### config.mk
export PLATFORM = sky130hd
export DESIGN_NAME = vlog_ident_scanner_flat
export DESIGN_NICKNAME = d
export VERILOG_FILES = /design/src/rtl/vlog_lex_pkg.sv /design/src/rtl/vlog_ident_scanner_if.sv /design/src/rtl/vlog_tok_reg.sv /design/src/rtl/vlog_ident_scanner.sv /design/src/flat_wrapper.sv
export SDC_FILE = /design/constraint.sdc
export NUM_CORES = 1
export LEC_CHECK = 0
export CORE_MARGIN = 2
export CORE_UTILIZATION = 38
export DETAILED_ROUTE_END_ITERATION = 10
export PLACE_DENSITY_LB_ADDON = 0.3
export RECOVER_POWER = 100
export SYNTH_ARGS = -nofsm -noshare
export SYNTH_HDL_FRONTEND = slang
export SYNTH_SLANG_ARGS = --single-unit
### constraint.sdc
create_clock -name clk -period 7.1 [get_ports clk]
set_clock_uncertainty 0.2 [all_clocks]
set_input_delay 1.065 -clock clk [delete_from_list [all_inputs] [get_ports clk]]
set_output_delay 1.065 -clock clk [all_outputs]
set_load 0.02 [all_outputs]
### src/rtl/vlog_lex_pkg.sv
// Shared types, ASCII constants and character-class helpers for the Verilog identifier lexer.
package vlog_lex_pkg;

  typedef enum logic [1:0] {
    TokSimple    = 2'd0,
    TokEscExtra  = 2'd1,
    TokEscNeeded = 2'd2,
    TokSystem    = 2'd3
  } tok_kind_e;

  typedef enum logic [3:0] {
    StIdle,
    StSimple,
    StSystem,
    StNumber,
    StEscFirst,
    StEscaped,
    StString,
    StStrBsl,
    StSlash,
    StLineCmt
  } state_e;

  localparam logic [7:0] ChTab    = 8'h09;
  localparam logic [7:0] ChLf     = 8'h0a;
  localparam logic [7:0] ChCr     = 8'h0d;
  localparam logic [7:0] ChSpace  = 8'h20;
  localparam logic [7:0] ChQuote  = 8'h22;
  localparam logic [7:0] ChDollar = 8'h24;
  localparam logic [7:0] ChSlash  = 8'h2f;
  localparam logic [7:0] ChBsl    = 8'h5c;
  localparam logic [7:0] ChUnder  = 8'h5f;

  function automatic logic is_digit(logic [7:0] c);
    return (c >= 8'h30) && (c <= 8'h39);
  endfunction

  function automatic logic is_id0(logic [7:0] c);
    return ((c >= 8'h41) && (c <= 8'h5a)) || ((c >= 8'h61) && (c <= 8'h7a)) || (c == ChUnder);
  endfunction

  function automatic logic is_idc(logic [7:0] c);
    return is_id0(c) || is_digit(c) || (c == ChDollar);
  endfunction

  function automatic logic is_ws(logic [7:0] c);
    return (c == ChSpace) || (c == ChTab) || (c == ChCr) || (c == ChLf);
  endfunction

endpackage

### src/rtl/vlog_ident_scanner_if.sv
// Byte-stream input and token-descriptor output of the identifier scanner.
interface vlog_ident_scanner_if #(
  parameter int unsigned OFFS_W = 16,
  parameter int unsigned LEN_W  = 8
);
  logic              in_valid;
  logic              in_ready;
  logic [7:0]        in_data;
  logic              in_last;
  logic              tok_valid;
  logic              tok_ready;
  logic [OFFS_W-1:0] tok_start;
  logic [LEN_W-1:0]  tok_len;
  logic [1:0]        tok_kind;
  logic              tok_ovf;
  logic              err_unterm;

  modport master (
    output in_valid, in_data, in_last, tok_ready,
    input  in_ready, tok_valid, tok_start, tok_len, tok_kind, tok_ovf, err_unterm
  );

  modport slave (
    input  in_valid, in_data, in_last, tok_ready,
    output in_ready, tok_valid, tok_start, tok_len, tok_kind, tok_ovf, err_unterm
  );
endinterface

### src/rtl/vlog_tok_reg.sv
// Single-entry valid/ready descriptor register; a push may coincide with the drain of the
// previous entry.
module vlog_tok_reg
  import vlog_lex_pkg::*;
#(
  parameter int unsigned OFFS_W = 16,
  parameter int unsigned LEN_W  = 8
) (
  input  logic              clk,
  input  logic              reset_l,
  input  logic              push,
  input  logic [OFFS_W-1:0] push_start,
  input  logic [LEN_W-1:0]  push_len,
  input  tok_kind_e         push_kind,
  input  logic              push_ovf,
  output logic              can_accept,
  output logic              valid,
  input  logic              ready,
  output logic [OFFS_W-1:0] start,
  output logic [LEN_W-1:0]  len,
  output tok_kind_e         kind,
  output logic              ovf
);

  logic              valid_q;
  logic [OFFS_W-1:0] start_q;
  logic [LEN_W-1:0]  len_q;
  tok_kind_e         kind_q;
  logic              ovf_q;

  always_ff @(posedge clk or negedge reset_l) begin
    if (!reset_l) begin
      valid_q <= 1'b0;
      start_q <= '0;
      len_q   <= '0;
      kind_q  <= TokSimple;
      ovf_q   <= 1'b0;
    end else if (push) begin
      valid_q <= 1'b1;
      start_q <= push_start;
      len_q   <= push_len;
      kind_q  <= push_kind;
      ovf_q   <= push_ovf;
    end else if (ready) begin
      valid_q <= 1'b0;
    end
  end

  assign can_accept = !(valid_q && !ready);
  assign valid      = valid_q;
  assign start      = start_q;
  assign len        = len_q;
  assign kind       = kind_q;
  assign ovf        = ovf_q;

endmodule

### src/rtl/vlog_ident_scanner.sv
// Streaming Verilog lexer front-end: finds identifiers in a byte stream, skipping strings and
// line comments, and reports offset, length and escape class for each.
module vlog_ident_scanner
  import vlog_lex_pkg::*;
#(
  parameter int unsigned OFFS_W = 16,
  parameter int unsigned LEN_W  = 8
) (
  input logic                 clk,
  input logic                 reset_l,
  vlog_ident_scanner_if.slave bus
);

  localparam logic [LEN_W-1:0] LenMax = '1;

  state_e            state_q, state_d;
  logic [OFFS_W-1:0] offs_q, offs_d;
  logic [OFFS_W-1:0] start_q, start_d;
  logic [LEN_W-1:0]  len_q, len_d;
  logic              ovf_q, ovf_d;
  logic              esc_ok_q, esc_ok_d;
  logic              err_q, err_d;
  logic              rdy_en_q;

  logic              accept;
  logic              can_accept;
  logic              idle_proc;
  logic              emit;
  logic [OFFS_W-1:0] emit_start;
  logic [LEN_W-1:0]  emit_len;
  tok_kind_e         emit_kind;
  logic              emit_ovf;
  logic [7:0]        b;
  tok_kind_e         out_kind;

  assign b            = bus.in_data;
  assign bus.in_ready = rdy_en_q && can_accept;
  assign accept       = bus.in_valid && bus.in_ready;

  always_comb begin
    state_d    = state_q;
    offs_d     = offs_q;
    start_d    = start_q;
    len_d      = len_q;
    ovf_d      = ovf_q;
    esc_ok_d   = esc_ok_q;
    err_d      = 1'b0;
    idle_proc  = 1'b0;
    emit       = 1'b0;
    emit_start = start_q;
    emit_len   = len_q;
    emit_kind  = TokSimple;
    emit_ovf   = ovf_q;

    if (accept) begin
      offs_d = bus.in_last ? '0 : offs_q + 1'b1;

      unique case (state_q)
        StIdle: idle_proc = 1'b1;
        StSimple, StSystem: begin
          if (is_idc(b)) begin
            if (len_q == LenMax) ovf_d = 1'b1;
            else                 len_d = len_q + 1'b1;
          end else begin
            emit      = 1'b1;
            emit_kind = (state_q == StSimple) ? TokSimple : TokSystem;
            idle_proc = 1'b1;
          end
        end
        StNumber: if (!is_idc(b)) idle_proc = 1'b1;
        StEscFirst: begin
          if (is_ws(b)) begin
            state_d = StIdle;
          end else begin
            state_d  = StEscaped;
            len_d    = LEN_W'(1);
            esc_ok_d = is_id0(b);
          end
        end
        StEscaped: begin
          if (is_ws(b)) begin
            emit      = 1'b1;
            emit_kind = esc_ok_q ? TokEscExtra : TokEscNeeded;
            state_d   = StIdle;
          end else begin
            esc_ok_d = esc_ok_q && is_idc(b);
            if (len_q == LenMax) ovf_d = 1'b1;
            else                 len_d = len_q + 1'b1;
          end
        end
        StString: begin
          if (b == ChBsl)        state_d = StStrBsl;
          else if (b == ChQuote) state_d = StIdle;
        end
        StStrBsl: state_d = StString;
        StSlash: begin
          if (b == ChSlash) state_d = StLineCmt;
          else              idle_proc = 1'b1;
        end
        StLineCmt: if (b == ChLf) state_d = StIdle;
        default: idle_proc = 1'b1;
      endcase

      // A terminating byte is re-examined as if the lexer were idle.
      if (idle_proc) begin
        state_d = StIdle;
        if (is_id0(b) || (b == ChDollar)) begin
          state_d = (b == ChDollar) ? StSystem : StSimple;
          start_d = offs_q;
          len_d   = LEN_W'(1);
          ovf_d   = 1'b0;
        end else if (is_digit(b)) begin
          state_d = StNumber;
        end else if (b == ChBsl) begin
          state_d = StEscFirst;
          start_d = offs_q;
          len_d   = '0;
          ovf_d   = 1'b0;
        end else if (b == ChQuote) begin
          state_d = StString;
        end else if (b == ChSlash) begin
          state_d = StSlash;
        end
      end

      // A terminator never opens a new token, so this cannot double-emit.
      if (bus.in_last) begin
        if (state_d inside {StSimple, StSystem, StEscaped}) begin
          emit       = 1'b1;
          emit_start = start_d;
          emit_len   = len_d;
          emit_ovf   = ovf_d;
          unique case (state_d)
            StSimple: emit_kind = TokSimple;
            StSystem: emit_kind = TokSystem;
            default:  emit_kind = esc_ok_d ? TokEscExtra : TokEscNeeded;
          endcase
        end
        err_d   = state_d inside {StString, StStrBsl};
        state_d = StIdle;
      end
    end
  end

  always_ff @(posedge clk or negedge reset_l) begin
    if (!reset_l) begin
      state_q  <= StIdle;
      offs_q   <= '0;
      start_q  <= '0;
      len_q    <= '0;
      ovf_q    <= 1'b0;
      esc_ok_q <= 1'b0;
      err_q    <= 1'b0;
      rdy_en_q <= 1'b0;
    end else begin
      state_q  <= state_d;
      offs_q   <= offs_d;
      start_q  <= start_d;
      len_q    <= len_d;
      ovf_q    <= ovf_d;
      esc_ok_q <= esc_ok_d;
      err_q    <= err_d;
      rdy_en_q <= 1'b1;
    end
  end

  vlog_tok_reg #(
    .OFFS_W (OFFS_W),
    .LEN_W  (LEN_W)
  ) u_tok_reg (
    .clk        (clk),
    .reset_l    (reset_l),
    .push       (emit),
    .push_start (emit_start),
    .push_len   (emit_len),
    .push_kind  (emit_kind),
    .push_ovf   (emit_ovf),
    .can_accept (can_accept),
    .valid      (bus.tok_valid),
    .ready      (bus.tok_ready),
    .start      (bus.tok_start),
    .len        (bus.tok_len),
    .kind       (out_kind),
    .ovf        (bus.tok_ovf)
  );

  assign bus.tok_kind   = out_kind;
  assign bus.err_unterm = err_q;

endmodule

### src/flat_wrapper.sv
// flat-port wrapper written by rule: the top's interface ports become plain ports
module vlog_ident_scanner_flat import vlog_lex_pkg::*;
#(
  parameter int unsigned OFFS_W = 16,
  parameter int unsigned LEN_W  = 8
)
  (clk, reset_l, bus_in_valid, bus_in_data, bus_in_last, bus_tok_ready, bus_in_ready, bus_tok_valid, bus_tok_start, bus_tok_len, bus_tok_kind, bus_tok_ovf, bus_err_unterm);
  vlog_ident_scanner_if #(.OFFS_W(OFFS_W), .LEN_W(LEN_W)) bus_i ();
  input logic clk;
  input logic reset_l;
  input wire logic [$bits(bus_i.in_valid)-1:0] bus_in_valid;
  input wire logic [$bits(bus_i.in_data)-1:0] bus_in_data;
  input wire logic [$bits(bus_i.in_last)-1:0] bus_in_last;
  input wire logic [$bits(bus_i.tok_ready)-1:0] bus_tok_ready;
  output wire logic [$bits(bus_i.in_ready)-1:0] bus_in_ready;
  output wire logic [$bits(bus_i.tok_valid)-1:0] bus_tok_valid;
  output wire logic [$bits(bus_i.tok_start)-1:0] bus_tok_start;
  output wire logic [$bits(bus_i.tok_len)-1:0] bus_tok_len;
  output wire logic [$bits(bus_i.tok_kind)-1:0] bus_tok_kind;
  output wire logic [$bits(bus_i.tok_ovf)-1:0] bus_tok_ovf;
  output wire logic [$bits(bus_i.err_unterm)-1:0] bus_err_unterm;
  assign bus_i.in_valid = bus_in_valid;
  assign bus_i.in_data = bus_in_data;
  assign bus_i.in_last = bus_in_last;
  assign bus_i.tok_ready = bus_tok_ready;
  assign bus_in_ready = bus_i.in_ready;
  assign bus_tok_valid = bus_i.tok_valid;
  assign bus_tok_start = bus_i.tok_start;
  assign bus_tok_len = bus_i.tok_len;
  assign bus_tok_kind = bus_i.tok_kind;
  assign bus_tok_ovf = bus_i.tok_ovf;
  assign bus_err_unterm = bus_i.err_unterm;
  vlog_ident_scanner #(.OFFS_W(OFFS_W), .LEN_W(LEN_W)) u_core (.clk(clk), .reset_l(reset_l), .bus(bus_i));
endmodule
== Word level (Yosys, flattened, before mapping) ==
Cells that the tools add are included.
Storage, ports and cells
  output and inout bits: 30
  register bits: 76
  word-level logic and storage cells: 142
  input port bits: 13
Cells by class
  reduce and logical (&&, ||, !) cells: 23
  eq/ne operators: 24
  order comparisons: 6
  $add $sub $neg: 2
  mux-type cells: 74
Operators with widths (count)
  $mux W16: 8
  $mux W8: 11
  $mux W4: 13
  $eq A8 B6 Y1 const B: 4
  $eq A4 B3 Y1 const B: 7
  $eq A8 B4 Y1 const B: 3
  $mux W1: 24
  $pmux W4 S6: 1
  $pmux W8 S3: 1
  $mux W2: 9
  $add A16 B1 Y16 const B: 1
  $eq A8 B7 Y1 const B: 2
  $ge A8 B7 Y1 const B: 2
  $le A8 B7 Y1 const B: 2
  $eq A4 B2 Y1 const B: 3
  $add A8 B1 Y8 const B: 1
  $eq A4 B1 Y1 const B: 2
  $eq A4 B4 Y1 const B: 2
  $eq A8 B8 Y1 const B: 1
  $ge A8 B6 Y1 const B: 1
  $le A8 B6 Y1 const B: 1
  $logic_or A1 B1 Y1: 8
  $pmux W2 S2: 2
  $logic_and A1 B1 Y1: 7
  other kinds (9): 13

== Depth between registers and ports, before layout ==
  word-level depth: 17
  depth in mapped cells: 13
  mapped depth without buffers: 10

== Cells and area by module ==
From an unflattened synthesis, not the netlist that was laid out.
Second synthesis, totals
  cell total of the unflattened synthesis: 469
  area, all modules: 4705.8 um^2
Modules (own cells, without submodules)
  vlog_ident_scanner: area each 3565.9 um^2, cells each 409, times used 1, sequential area each 1201.2 um^2
  vlog_tok_reg: area each 1139.8 um^2, cells each 60, times used 1, sequential area each 700.7 um^2

== Worst setup path before layout ==
Ideal clock, no wire load.
  path type: input -> register
  start point: input port bus_in_data[7]
  end point: register u_core.u_tok_reg.kind_q[1] (netlist: u_core.u_tok_reg.kind[1])
  setup time: 125 ps
  arrival: 3460 ps
  stages on the path: 10
  path slack: 3315 ps
  cell sequence: or3b_1 > buf_2 > or3_4 > a21o_1 > o311ai_4 > mux2i_4 > xnor2_2 > o21ai_2 > a221o_1 > mux2_4
Between the ends
  cells in the longest elaborated chain, start to end: 16
Ends and longest elaborated chain
  start, declared: line flat_wrapper.sv:12  | input wire logic [$bits(bus_i.in_data)-1:0] bus_in_data;
  $ge A8 B7 Y1 or $le A8 B7 Y1 (tied branches): line vlog_lex_pkg.sv:39  | return ((c >= 8'h41) && (c <= 8'h5a)) || ((c >= 8'h61) && (c <= 8'h7a)) || (c == ChUnder);
  $logic_and A1 B1 Y1: line vlog_lex_pkg.sv:39
  $logic_or A1 B1 Y1 (2 in series): line vlog_lex_pkg.sv:39
  $logic_or A1 B1 Y1 (2 in series): line vlog_lex_pkg.sv:43  | return is_id0(c) || is_digit(c) || (c == ChDollar);
  $mux W1: line vlog_ident_scanner.sv:61, vlog_ident_scanner.sv:70
  $pmux W1 S3: line vlog_ident_scanner.sv:58  | unique case (state_q)
  $mux W1: line vlog_ident_scanner.sv:55  | if (accept) begin
  $mux W4: line vlog_ident_scanner.sv:105  | if (idle_proc) begin
  $mux W4: line vlog_ident_scanner.sv:55
  $eq A4 B2 Y1 (tied with other cells): line vlog_ident_scanner.sv:128, vlog_ident_scanner.sv:133
  $pmux W2 S2 or $reduce_bool A3 Y1 (tied branches): line vlog_ident_scanner.sv:133, vlog_ident_scanner.sv:128
  $mux W2 or $mux W1 (tied branches): line vlog_ident_scanner.sv:128  | if (state_d inside {StSimple, StSystem, StEscaped}) begin
  $mux W2 or $mux W1 (tied branches): line vlog_ident_scanner.sv:127  | if (bus.in_last) begin
  $mux W2 or $mux W1 (tied branches): line vlog_ident_scanner.sv:55
  end signal, assigned: line vlog_tok_reg.sv:36  | kind_q <= TokSimple;
  end signal, assigned: line vlog_tok_reg.sv:42  | kind_q <= push_kind;
  end, declared: line vlog_tok_reg.sv:28  | tok_kind_e kind_q;
Several ways; a longest one is shown, not always the timed one. The select of a mux whose other input is x is not followed.
A chain may end at the register's enable or synchronous reset.

== Final worst setup path ==
  start point: input port bus_in_data[4]
  end point: register u_core.u_tok_reg.start_q[11] (netlist: u_core.u_tok_reg.start[11])
Between the ends
  cells in the longest elaborated chain, start to end: 16
Ends and longest elaborated chain
  $ge A8 B7 Y1 or $le A8 B7 Y1 (tied branches): line vlog_lex_pkg.sv:39
  $logic_and A1 B1 Y1: line vlog_lex_pkg.sv:39
  $logic_or A1 B1 Y1 (2 in series): line vlog_lex_pkg.sv:39
  $logic_or A1 B1 Y1 (2 in series): line vlog_lex_pkg.sv:43
  $mux W1: line vlog_ident_scanner.sv:61, vlog_ident_scanner.sv:70
  $pmux W1 S3: line vlog_ident_scanner.sv:58
  $mux W1: line vlog_ident_scanner.sv:55
  $mux W4: line vlog_ident_scanner.sv:105
  $mux W4: line vlog_ident_scanner.sv:55
  $eq A4 B1 Y1 (tied with other cells): line vlog_ident_scanner.sv:128
  $reduce_bool A3 Y1: line vlog_ident_scanner.sv:128
  $mux W16 or $mux W1 (tied branches): line vlog_ident_scanner.sv:128
  $mux W16 or $mux W1 (tied branches): line vlog_ident_scanner.sv:127
  $mux W16 or $mux W1 (tied branches): line vlog_ident_scanner.sv:55
  end signal, assigned: line vlog_tok_reg.sv:40  | start_q <= push_start;
  end, declared: line vlog_tok_reg.sv:26  | logic [OFFS_W-1:0] start_q;
Several ways; a longest one is shown, not always the timed one. The select of a mux whose other input is x is not followed.

==> run_results.csv <==
group,metric,value,unit
run_status,outcome,"complete, but fails checks",
run_status,violations,"capacitance limit, slew limit",
setup_path,slowest_delay,0.66,ns
placed_design,numPortBuffers,42,
cts,post_cts_resized,0,
finish,drive_gt1_share,4.924,%
timing,fmax,184.9,MHz
power,p_comb_share,27.9,%
synthesis,synth_area_per_cell,8.706,µm²
power,ir_drop,212.8,µV
timing,setup_tns,0,ns
synthesis,synthCells,502,
timing,setup_violations,0,
route,drtIter0Drc,278,
finish,fillerInstances,1126,
die,core_area,11320,µm²
cts,h-tree-depth,3,
route,post-route-drc-count,0,
placed_design,placed_cells_incl_taps,655,
synthesis,synth_seq_cells,76,
synthesis,syn_nets,517,
cts,insertion_delay,0.33,ns
setup_path,crit_required,7.11,ns
route,routed_wl,11240,µm
finish,final_area,5081,µm²
placed_design,hpwlAfterDp,7554,µm
global_route,grt_pass1_wl,18910,µm
setup_path,worst_setup_path_start_kind,"primary input",
setup_path,crit_chain,"dlygate4sd3_1 > or4_1 > a21o_1 > a2bb2oi_1 > o311ai_4 > a21oi_1 > and2_0 > buf_4 > nand3_1 > a21oi_1 > a2bb2oi_1",
setup_path,reg2regPathDepth,9,
setup_path,crit_path_start,"bus_in_data[4]",
power,power_density,286.3,nW/µm²
route,ant_nets,0,
setup_path,crit_family,"compound AO/OA/AOI/OAI gates",
die,fp-row-count,39,
setup_path,worst-path-max-fanout,32,
power,p_sw_share,32.27,%
global_route,grt_pass1_vias,3660,
setup_path,cp-end-kind,"register",
global_route,globalRouteOverflowTotal,0,
cts,cts_made_buffers,9,
finish,seqCellArea,1902,µm²
setup_path,r2r-end,"u_core.u_tok_reg.start[11]",
worst_hold_path,holdPathStages,2,
setup_path,reg2reg_slack,3.24,ns
die,die_h,111.2,µm
route,viasPerCell,5.773,
timing,rsz0062_at_grt,"no",
setup_path,worstPathArrival,5.42,ns
die,die_area,12380,µm²
route,dr.pass1.iters,8,
cts,path_clk_slew,0.06,ns
synthesis,synthFlopType,"dfrtp_1",
timing,layout_min_cycle_time,5.410,ns
die,io_pins,43,
setup_path,crit_type,"primary input to register",
power,power.internal,0.9852,mW
placed_design,placedInstanceArea,4812,µm²
cts,cts_setup_buffers,0,
power,power_frac_seq,39.5,%
synthesis,yosysUniqueCellTypes,66,
finish,nets,538,
timing,finalMaxSlewViolations,77,
die,start_util,38.61,%
setup_path,cp_num_buf_inv,2,
job,cap_violations,1,
power,power.switching,0.4695,mW
global_route,antenna_found_initial,0,
setup_path,worstReg2RegStart,"u_core.state_q[1]",
finish,area_delta_synth_final,16.26,%
timing,max_slew_margin,-165.8,%
cts,clock-sinks,76,
finish,num_antenna_cells,0,
setup_path,setup.worst_path.end,"u_core.u_tok_reg.start[11]",
timing,fin_hold_ws,0.2733,ns
global_route,grt_max_degree,77,
cts,cts_tree,"built",
synthesis,yosysSeqAreaShare,43.52,%
cts,hold_buffers,0,
synthesis,yosysWarningCount,0,
route,drt-wirelength-per-cell,16.76,µm
timing,report.final.hold_viol_count,0,
timing,tightest_slew,3.987,ns
worst_hold_path,hold_class,"register to register",
placed_design,place_congestion,0.8710,
synthesis,syn_area,4370,µm²
setup_path,crit_slowest_cell,"dlygate4sd3_1",
synthesis,synth_edf_count,0,
setup_path,path_depth,11,
cts,cts.path.max_buffers,2,
global_route,grtUsageTotal,18.61,%
synthesis,synthArstFlopShare,100.0,%
finish,instances_no_fill,671,
finish,multi_input_area,2253,µm²
route,via_count,3874,
timing,fin_crit_sh,76.19,%
power,p_leak,2.169,nW
cts,root_buffer,"clkbuf_16",
power,p_clk_share,32.6,%
die,die_w,111.2,µm
-- tightest hold or removal path, stage by stage (launching register included) --
cell	delay (ns)
dfrtp_1	0.34
nand2_1	0.05
nand2_1	0.05
-- cells by family (layout without fill, tap and decap cells) --
family	Yosys count	after routing	share of synthesized area (%)
xor gates and xnor gates	12	12	2.577
other	1	1	0.08580
buffers and inverters	37	63	4.065
DFF	76	76	43.52
and+or+nand+nor	223	223	24.28
AOI/OAI and AO/OA	141	141	22.16
adders and majority gates	2	2	0.5725
muxes	10	10	2.748
-- synth_stat cells, types with 3 or more instances --
| library cell | number | share of area (%) |
|---|---|---|
| nand3_1 | 22 | 2.5 |
| nand3b_1 | 4 | 0.69 |
| nand2b_1 | 10 | 1.4 |
| clkbuf_1 | 20 | 1.7 |
| nor3_1 | 9 | 1.0 |
| nor2_1 | 33 | 2.8 |
| nand4_1 | 13 | 1.9 |
| buf_2 | 7 | 0.80 |
| o21ai_1 | 6 | 0.69 |
| mux2i_1 | 6 | 1.4 |
| nor2b_1 | 9 | 1.3 |
| or3_1 | 7 | 1.0 |
| o22ai_1 | 12 | 1.7 |
| o21ai_0 | 20 | 2.3 |
| a41oi_1 | 3 | 0.60 |
| nand2_1 | 96 | 8.2 |
| and2_1 | 5 | 0.72 |
| a21o_1 | 5 | 0.86 |
| a31oi_1 | 4 | 0.57 |
| and3_1 | 6 | 0.86 |
| buf_4 | 4 | 0.69 |
| a21oi_1 | 45 | 5.2 |
| xor2_1 | 9 | 1.8 |
| dfrtp_1 | 76 | 44 |
| a2bb2oi_1 | 19 | 3.8 |
-- placed cells by master, fill, tap and decap left out, types with 3 or more instances in the layout --
master,count
or3_1,7
dlygate4sd3_1,33
xor2_1,9
nand2_1,96
a21oi_1,46
o21ai_0,25
a2bb2oi_1,20
nand3_1,22
o22ai_1,12
nand4_1,13
a31oi_1,4
dfrtp_1,76
clkdlybuf4s50_1,8
clkbuf_16,9
a41oi_1,3
nor2_1,33
a21o_1,5
mux2i_1,7
nor2b_1,9
and3_1,6
mux2_1,3
and2_0,3
nor3_1,9
nand3b_1,4
nand2b_1,10
-- sequential cells by signal, indices dropped and copies added (netlist names) --
name,count
u_core.offs_q,16
u_core.state_q,4
u_core.ovf_q,1
u_core.bus.err_unterm,1
u_core.rdy_en_q,1
u_core.u_tok_reg.kind,2
u_core.esc_ok_q,1
u_core.len_q,8
u_core.start_q,16
u_core.u_tok_reg.start,16
u_core.u_tok_reg.len,8
u_core.u_tok_reg.valid,1
u_core.u_tok_reg.ovf,1
-- layout make-up --
cell class | instances | area share (%)
Multi-Input combinational cell | 389 | 44.35
Sequential cell | 76 | 37.43
Timing Repair Buffer | 43 | 8.298
Clock buffer | 10 | 4.703
Tap cell | 143 | 3.521
Clock inverter | 6 | 1.404
Inverter | 4 | 0.2955
-- worst min-delay path by stage --
stage,startpoint,to,slack [ns]
floorplan,u_core.start_q[4],u_core.start_q[4],0.25
global placement,u_core.start_q[4],u_core.start_q[4],0.26
detailed placement,u_core.start_q[4],u_core.start_q[4],0.26
CTS,u_core.start_q[4],u_core.start_q[4],0.28
global route,u_core.start_q[7],u_core.start_q[7],0.30
finish,u_core.start_q[11],u_core.start_q[11],0.27
-- metrics by stage --
stage / util, % / total power [mW] / setup slack, ns
2_1_floorplan: - / 0.8311 / 3.315
3_3_place_gp: 42.51 / 1.022 / 2.050
3_5_place_dp: 42.51 / 1.026 / 1.945
4_1_cts: 45.25 / 1.503 / 2.304
5_1_grt: 44.88 / 1.528 / 1.448
6_report: 44.88 / 1.455 / 1.690
-- metal layers --
layer  vias to the layer above  track usage, %  wire length [µm]
li1                       1855               -                 -
met1                      1892           27.88              5419
met2                       112           27.72              5148
met3                        15           3.116               520
met4                         0           5.432               154
met5                         -               0                 0
-- power by group through the flow --
stage	registers, mW	clock network, mW	logic (mW)
final	0.575	0.474	0.406
after global routing	0.587	0.500	0.440
after CTS	0.580	0.482	0.441
after detailed placement	0.586	0	0.440
after global placement	0.586	0	0.436
after floorplan	0.651	0	0.180
No activity file was read; power rests on OpenSTA's default activity.
